### src/rtl/serial_add_seq_sar.sv
// serial_add_seq_sar
//   Wide adder sequencer: adds two 4*NIBBLES-bit operands plus a carry-in by
//   time-sharing one external 4-bit combinational adder, one nibble per
//   clock, least significant nibble first. The carry is chained through an
//   internal register. The result is reported with a one-cycle done pulse.
//
// Parameters
//   NIBBLES  number of 4-bit slices per operation (legal range 2..16)
//
// Ports
//   clk       rising-edge clock
//   rst       synchronous active-high reset (priority over start)
//   start     request, sampled only in IDLE or DONE
//   a_in      operand A, sampled with start
//   b_in      operand B, sampled with start
//   c_in      carry-in, sampled with start
//   busy      high while an operation is running
//   done      one-cycle pulse when sum_out/c_out are valid
//   sum_out   result (shows partial nibbles while busy)
//   c_out     final carry out of the wide addition
//   add_a     nibble of A to the shared adder (0 when not running)
//   add_b     nibble of B to the shared adder (0 when not running)
//   add_cin   carry into the shared adder (0 when not running)
//   add_sum   shared adder sum, combinational from add_a/add_b/add_cin
//   add_cout  shared adder carry out
module serial_add_seq_sar #(
  parameter int NIBBLES = 4
) (
  input  logic                 clk,
  input  logic                 rst,
  input  logic                 start,
  input  logic [4*NIBBLES-1:0] a_in,
  input  logic [4*NIBBLES-1:0] b_in,
  input  logic                 c_in,
  output logic                 busy,
  output logic                 done,
  output logic [4*NIBBLES-1:0] sum_out,
  output logic                 c_out,
  output logic [3:0]           add_a,
  output logic [3:0]           add_b,
  output logic                 add_cin,
  input  logic [3:0]           add_sum,
  input  logic                 add_cout
);

  localparam int W      = 4 * NIBBLES;
  localparam int IDX_W  = (NIBBLES > 1) ? $clog2(NIBBLES) : 1;
  localparam int BASE_W = IDX_W + 2;

  localparam logic [IDX_W-1:0] LAST_IDX = IDX_W'(NIBBLES - 1);

  typedef enum logic [1:0] {
    IDLE,
    RUN,
    DONE
  } state_e;

  state_e            state_q;
  logic [IDX_W-1:0]  idx_q;
  logic              carry_q;
  logic [W-1:0]      op_a_q;
  logic [W-1:0]      op_b_q;
  logic [W-1:0]      sum_q;
  logic              c_out_q;

  // Bit offset of the active nibble; idx*4 expressed as a concatenation
  // so the part-select index has exactly the width needed to address W.
  logic [BASE_W-1:0] nib_base;
  assign nib_base = {idx_q, 2'b00};

  always_ff @(posedge clk) begin
    if (rst) begin
      state_q <= IDLE;
      idx_q   <= '0;
      carry_q <= 1'b0;
      op_a_q  <= '0;
      op_b_q  <= '0;
      sum_q   <= '0;
      c_out_q <= 1'b0;
    end else begin
      unique case (state_q)
        IDLE, DONE: begin
          if (start) begin
            op_a_q  <= a_in;
            op_b_q  <= b_in;
            carry_q <= c_in;
            idx_q   <= '0;
            sum_q   <= '0;
            state_q <= RUN;
          end else begin
            state_q <= IDLE;
          end
        end
        RUN: begin
          sum_q[nib_base +: 4] <= add_sum;
          carry_q              <= add_cout;
          // idx stops on the last nibble instead of wrapping; it is
          // reloaded on the next accepted start anyway.
          if (idx_q == LAST_IDX) begin
            c_out_q <= add_cout;
            state_q <= DONE;
          end else begin
            idx_q <= idx_q + 1'b1;
          end
        end
        default: state_q <= IDLE;
      endcase
    end
  end

  // Adder slice drive, decoded from registers only.
  always_comb begin
    add_a   = '0;
    add_b   = '0;
    add_cin = 1'b0;
    if (state_q == RUN) begin
      add_a   = op_a_q[nib_base +: 4];
      add_b   = op_b_q[nib_base +: 4];
      add_cin = carry_q;
    end
  end

  assign busy    = (state_q == RUN);
  assign done    = (state_q == DONE);
  assign sum_out = sum_q;
  assign c_out   = c_out_q;

endmodule

### config.mk
export PLATFORM = sky130hd
export DESIGN_NAME = serial_add_seq_sar
export DESIGN_NICKNAME = d
export VERILOG_FILES = /design/src/rtl/serial_add_seq_sar.sv
export SDC_FILE = /design/constraint.sdc
export NUM_CORES = 1
export LEC_CHECK = 0
export BUFFER_PORTS_ARGS = -buffer_cell sky130_fd_sc_hd__buf_4
export CAP_MARGIN = 20
export CORE_AREA = 4 4 77 79
export DETAILED_ROUTE_END_ITERATION = 7
export DIE_AREA = 0 0 81 83
export PLACE_DENSITY = 0.78
export SLEW_MARGIN = 20
export SYNTH_ARGS = -nofsm -noshare
export SYNTH_HDL_FRONTEND = slang
export SYNTH_SLANG_ARGS = --single-unit
### constraint.sdc
create_clock -name clk -period 1.79 [get_ports clk]
set_input_delay 0.179 -clock clk [delete_from_list [all_inputs] [get_ports clk]]
set_output_delay 0.179 -clock clk [all_outputs]
set_load 0.05 [all_outputs]
==> flow_summary.toml <==
[setup_path]
r2r_slack_ns = 0.15
worstReg2RegEnd = "sum_out[5]"
path_class = "register to primary output"
cp.arrival_ns = 1.66
end_kind = "primary output"
worstPathRequired_ns = 1.61
reg2regPathDepth = 5
worstPathMaxFanout = 6
startpoint_type = "register"
r2r-start = "idx_q[0]"
critPathLaunch = "idx_q[0]"

[clocking]
insertion_delay_ns = 0.31
numCtsBuffers = 5
cts_tree = "done"
clock_sinks = 54
cts_root_buffer = "clkbuf_8"
clkTransAtPathRegs_ns = 0.10
clockBufferDepth = 2
cts_max_level = 2

[timing]
fin_setup_tns_ns = -0.239
rsz0062_at_grt = "true"
finalHoldWorstSlack_ns = 0.100
finalCritPeriodShare = 1.03
tightest_slew_ns = 0.492
max_freq_mhz = 542
worst_slack_ns = -0.0536
slew_viol_final = 0
hold_viol = 0
max_slew_margin = 0.672
skew_ns = 0.00639
setup_viol = 8
period_needed_ns = 1.84

[yosys]
yosysSeqAreaShare = 0.463
synth_cells = 250
syn-cell-area_um2 = 2340
ys_ff_latch = 54
avgSynthCellArea_um2 = 9.35
yosys_warnings = 0
synth_fp_nets = 297
synthDistinctLibCells = 29

[route]
avgRoutedWirePerCell_um = 13.7
vias_per_cell = 5.05
ant_nets = 0
drt_first_pass_iters = 4
drt-initial-drc-count = 78
route.detailed.drc = 0
wl_mm = 5.36
vias = 1973

[die]
die_area_um2 = 6720
fp-row-count = 27
fp.dieW_um = 81
start_util = 0.438
io_pins = 69
core_um2 = 5340
fp.dieH_um = 83

[placed_design]
gp_congestion = 0.778
hpwl_mm = 3.73
portBuffers = 68

[power]
internal_power_uw = 1890
switching_share = 0.265
power_frac_clock = 0.327
p_sw_uw = 681
cellPowerDensity_nw_per_um2 = 827
power_frac_comb = 0.171
peakVddDrop_uv = 759
seqPwrFrac = 0.502
p_leak_uw = 0.00129

[cells_and_area]
fillers = 516
layout.nets = 365
drive_above_1_share = 0.354
area_growth_pct = 32.8
diodes = 0

[outcome]
status = "finished, violations left"
violations = "negative setup slack"

[grt]
grt_max_degree = 46
grt_pass1_wl_mm = 8.98
antenna_found_initial = 0
grt_pass1_vias = 1908
grt_overflow = 0
grtUsageTotal = 0.170

[hold_path]
hold_depth = 3
worstHoldEndpoint = "op_a_q[7]"
worstHoldStart = "a_in[7]"
min_path_type = "primary input to register"

[flow_run]
cap_violations = 0
[power groups by stage]
stage	Sequential (uW)	Clock (uW)	Combinational, uW
after detailed placement	1310	0	411
after floorplan	1320	0	259
final	1290	840	439
after CTS	1290	858	442
after global routing	1300	906	481
after global placement	1310	0	404
[area by class of cell]
cell class / instances / area [um^2] / area share
clock buffers: 5 / 68.8 / 0.0222
clock inverters: 3 / 47.5 / 0.0153
inverters: 5 / 18.8 / 0.00605
multi-input cells: 173 / 1140 / 0.367
flip-flops and latches: 54 / 1080 / 0.349
well taps: 72 / 90.1 / 0.0290
repair buffers: 79 / 656 / 0.211
[worst max path at each step]
stage | end | slack (ns) | cells past startpoint
finish | add_a[3] | -0.05 | 4
global route | add_a[3] | -0.1 | 4
CTS | add_b[2] | -0.06 | 4
detailed placement | add_a[3] | 0.17 | 4
global placement | add_a[3] | 0.18 | 4
floorplan | sum_out[5] | 0.02 | 7
[routing by layer]
layer | GRT usage | part of all wire | wire [um]
met2 | 0.281 | 0.49 | 2610
met4 | 0.0553 | 0.012 | 64
met5 | 0 | 0 | 0
met3 | 0.0423 | 0.071 | 379
met1 | 0.213 | 0.43 | 2310
[Yosys cell counts]
library cell  instances  area share
nand2b_1              7       0.019
dfxtp_1              54        0.46
inv_1                 4      0.0064
a22o_1               12       0.045
nand2_1              68        0.11
o2111ai_1             1      0.0037
clkbuf_1              2      0.0032
o2bb2ai_1             4       0.015
mux4_2                4       0.039
buf_6                 1      0.0048
buf_4                 1      0.0032
o31ai_1               1      0.0032
nor2b_1               6       0.016
and3_2                1      0.0032
a211oi_2              4       0.021
a31oi_1               1      0.0027
a21oi_1              35       0.075
o21ai_0               2      0.0043
nor4_2                2       0.011
nor4bb_1              1      0.0043
buf_8                 1      0.0064
buf_2                13       0.028
nand3_1               3      0.0064
mux4_1                4       0.045
o211ai_1              1      0.0032
and2_1                9       0.024
inv_2                 1      0.0016
nor3_1                1      0.0021
ha_1                  6       0.032
[what timing repair did]
action                     CTS  global route
setup buffers                2             0
resized for setup           23             0
hold buffers                 0             0
setup endpoints to repair    8             8
cloned                       1             0
[cells in the final DEF, fill, tap and decap left out]
cell type / n
a211oi_2: 4
a21oi_1: 35
a22o_1: 12
a31oi_1: 1
and2_1: 1
and2_4: 8
and3_2: 1
buf_12: 1
buf_16: 1
buf_4: 69
buf_6: 8
bufinv_16: 1
clkbuf_8: 5
clkinv_4: 1
dfxtp_1: 53
dfxtp_4: 1
ha_1: 6
inv_1: 4
inv_2: 1
inv_6: 1
mux4_2: 8
nand2_1: 68
nand2b_1: 7
nand3_1: 3
nor2b_1: 5
nor2b_2: 1
nor3_1: 1
nor4_2: 2
nor4bb_1: 1
o2111ai_1: 1
o211ai_1: 1
o21ai_0: 2
o2bb2ai_1: 4
o31ai_1: 1
[sequential cells by signal, indices dropped and copies added (netlist names)]
register / count
idx_q: 2
op_a_q: 16
sum_out: 16
op_b_q: 16
carry_q: 1
state_q: 2
c_out: 1
[per-stage QoR]
step | std cells | cell area (um^2) | utilization | total power [uW] | setup slack [ns]
global route | 391 | 3100 | 0.582 | 2680 | -0.0997
finish | 391 | 3100 | 0.582 | 2570 | -0.0536
detailed placement | 380 | 2910 | 0.545 | 1720 | 0.165
global placement | 380 | 2910 | 0.545 | 1710 | 0.183
floorplan | 250 | 2340 | - | 1580 | 0.0167
CTS | 391 | 3100 | 0.582 | 2590 | -0.0603
[logic make-up (layout without fill, tap and decap cells)]
kind of cell | Yosys count | after routing | share of synthesized area
AO/OA/AOI/OAI | 61 | 61 | 0.173
adder cells (fa/ha/maj) | 6 | 6 | 0.0321
buffers and inverters | 23 | 92 | 0.0535
flip-flops | 54 | 54 | 0.463
multiplexers | 8 | 8 | 0.0835
AND/OR/NAND/NOR | 98 | 98 | 0.195
[critical path, stage by stage (launching register included)]
cell	delay [ns]
dfxtp_4	0.41
buf_12	0.14
mux4_2	0.50
and2_4	0.18
buf_6	0.14
(Power assumes the default switching activity.)
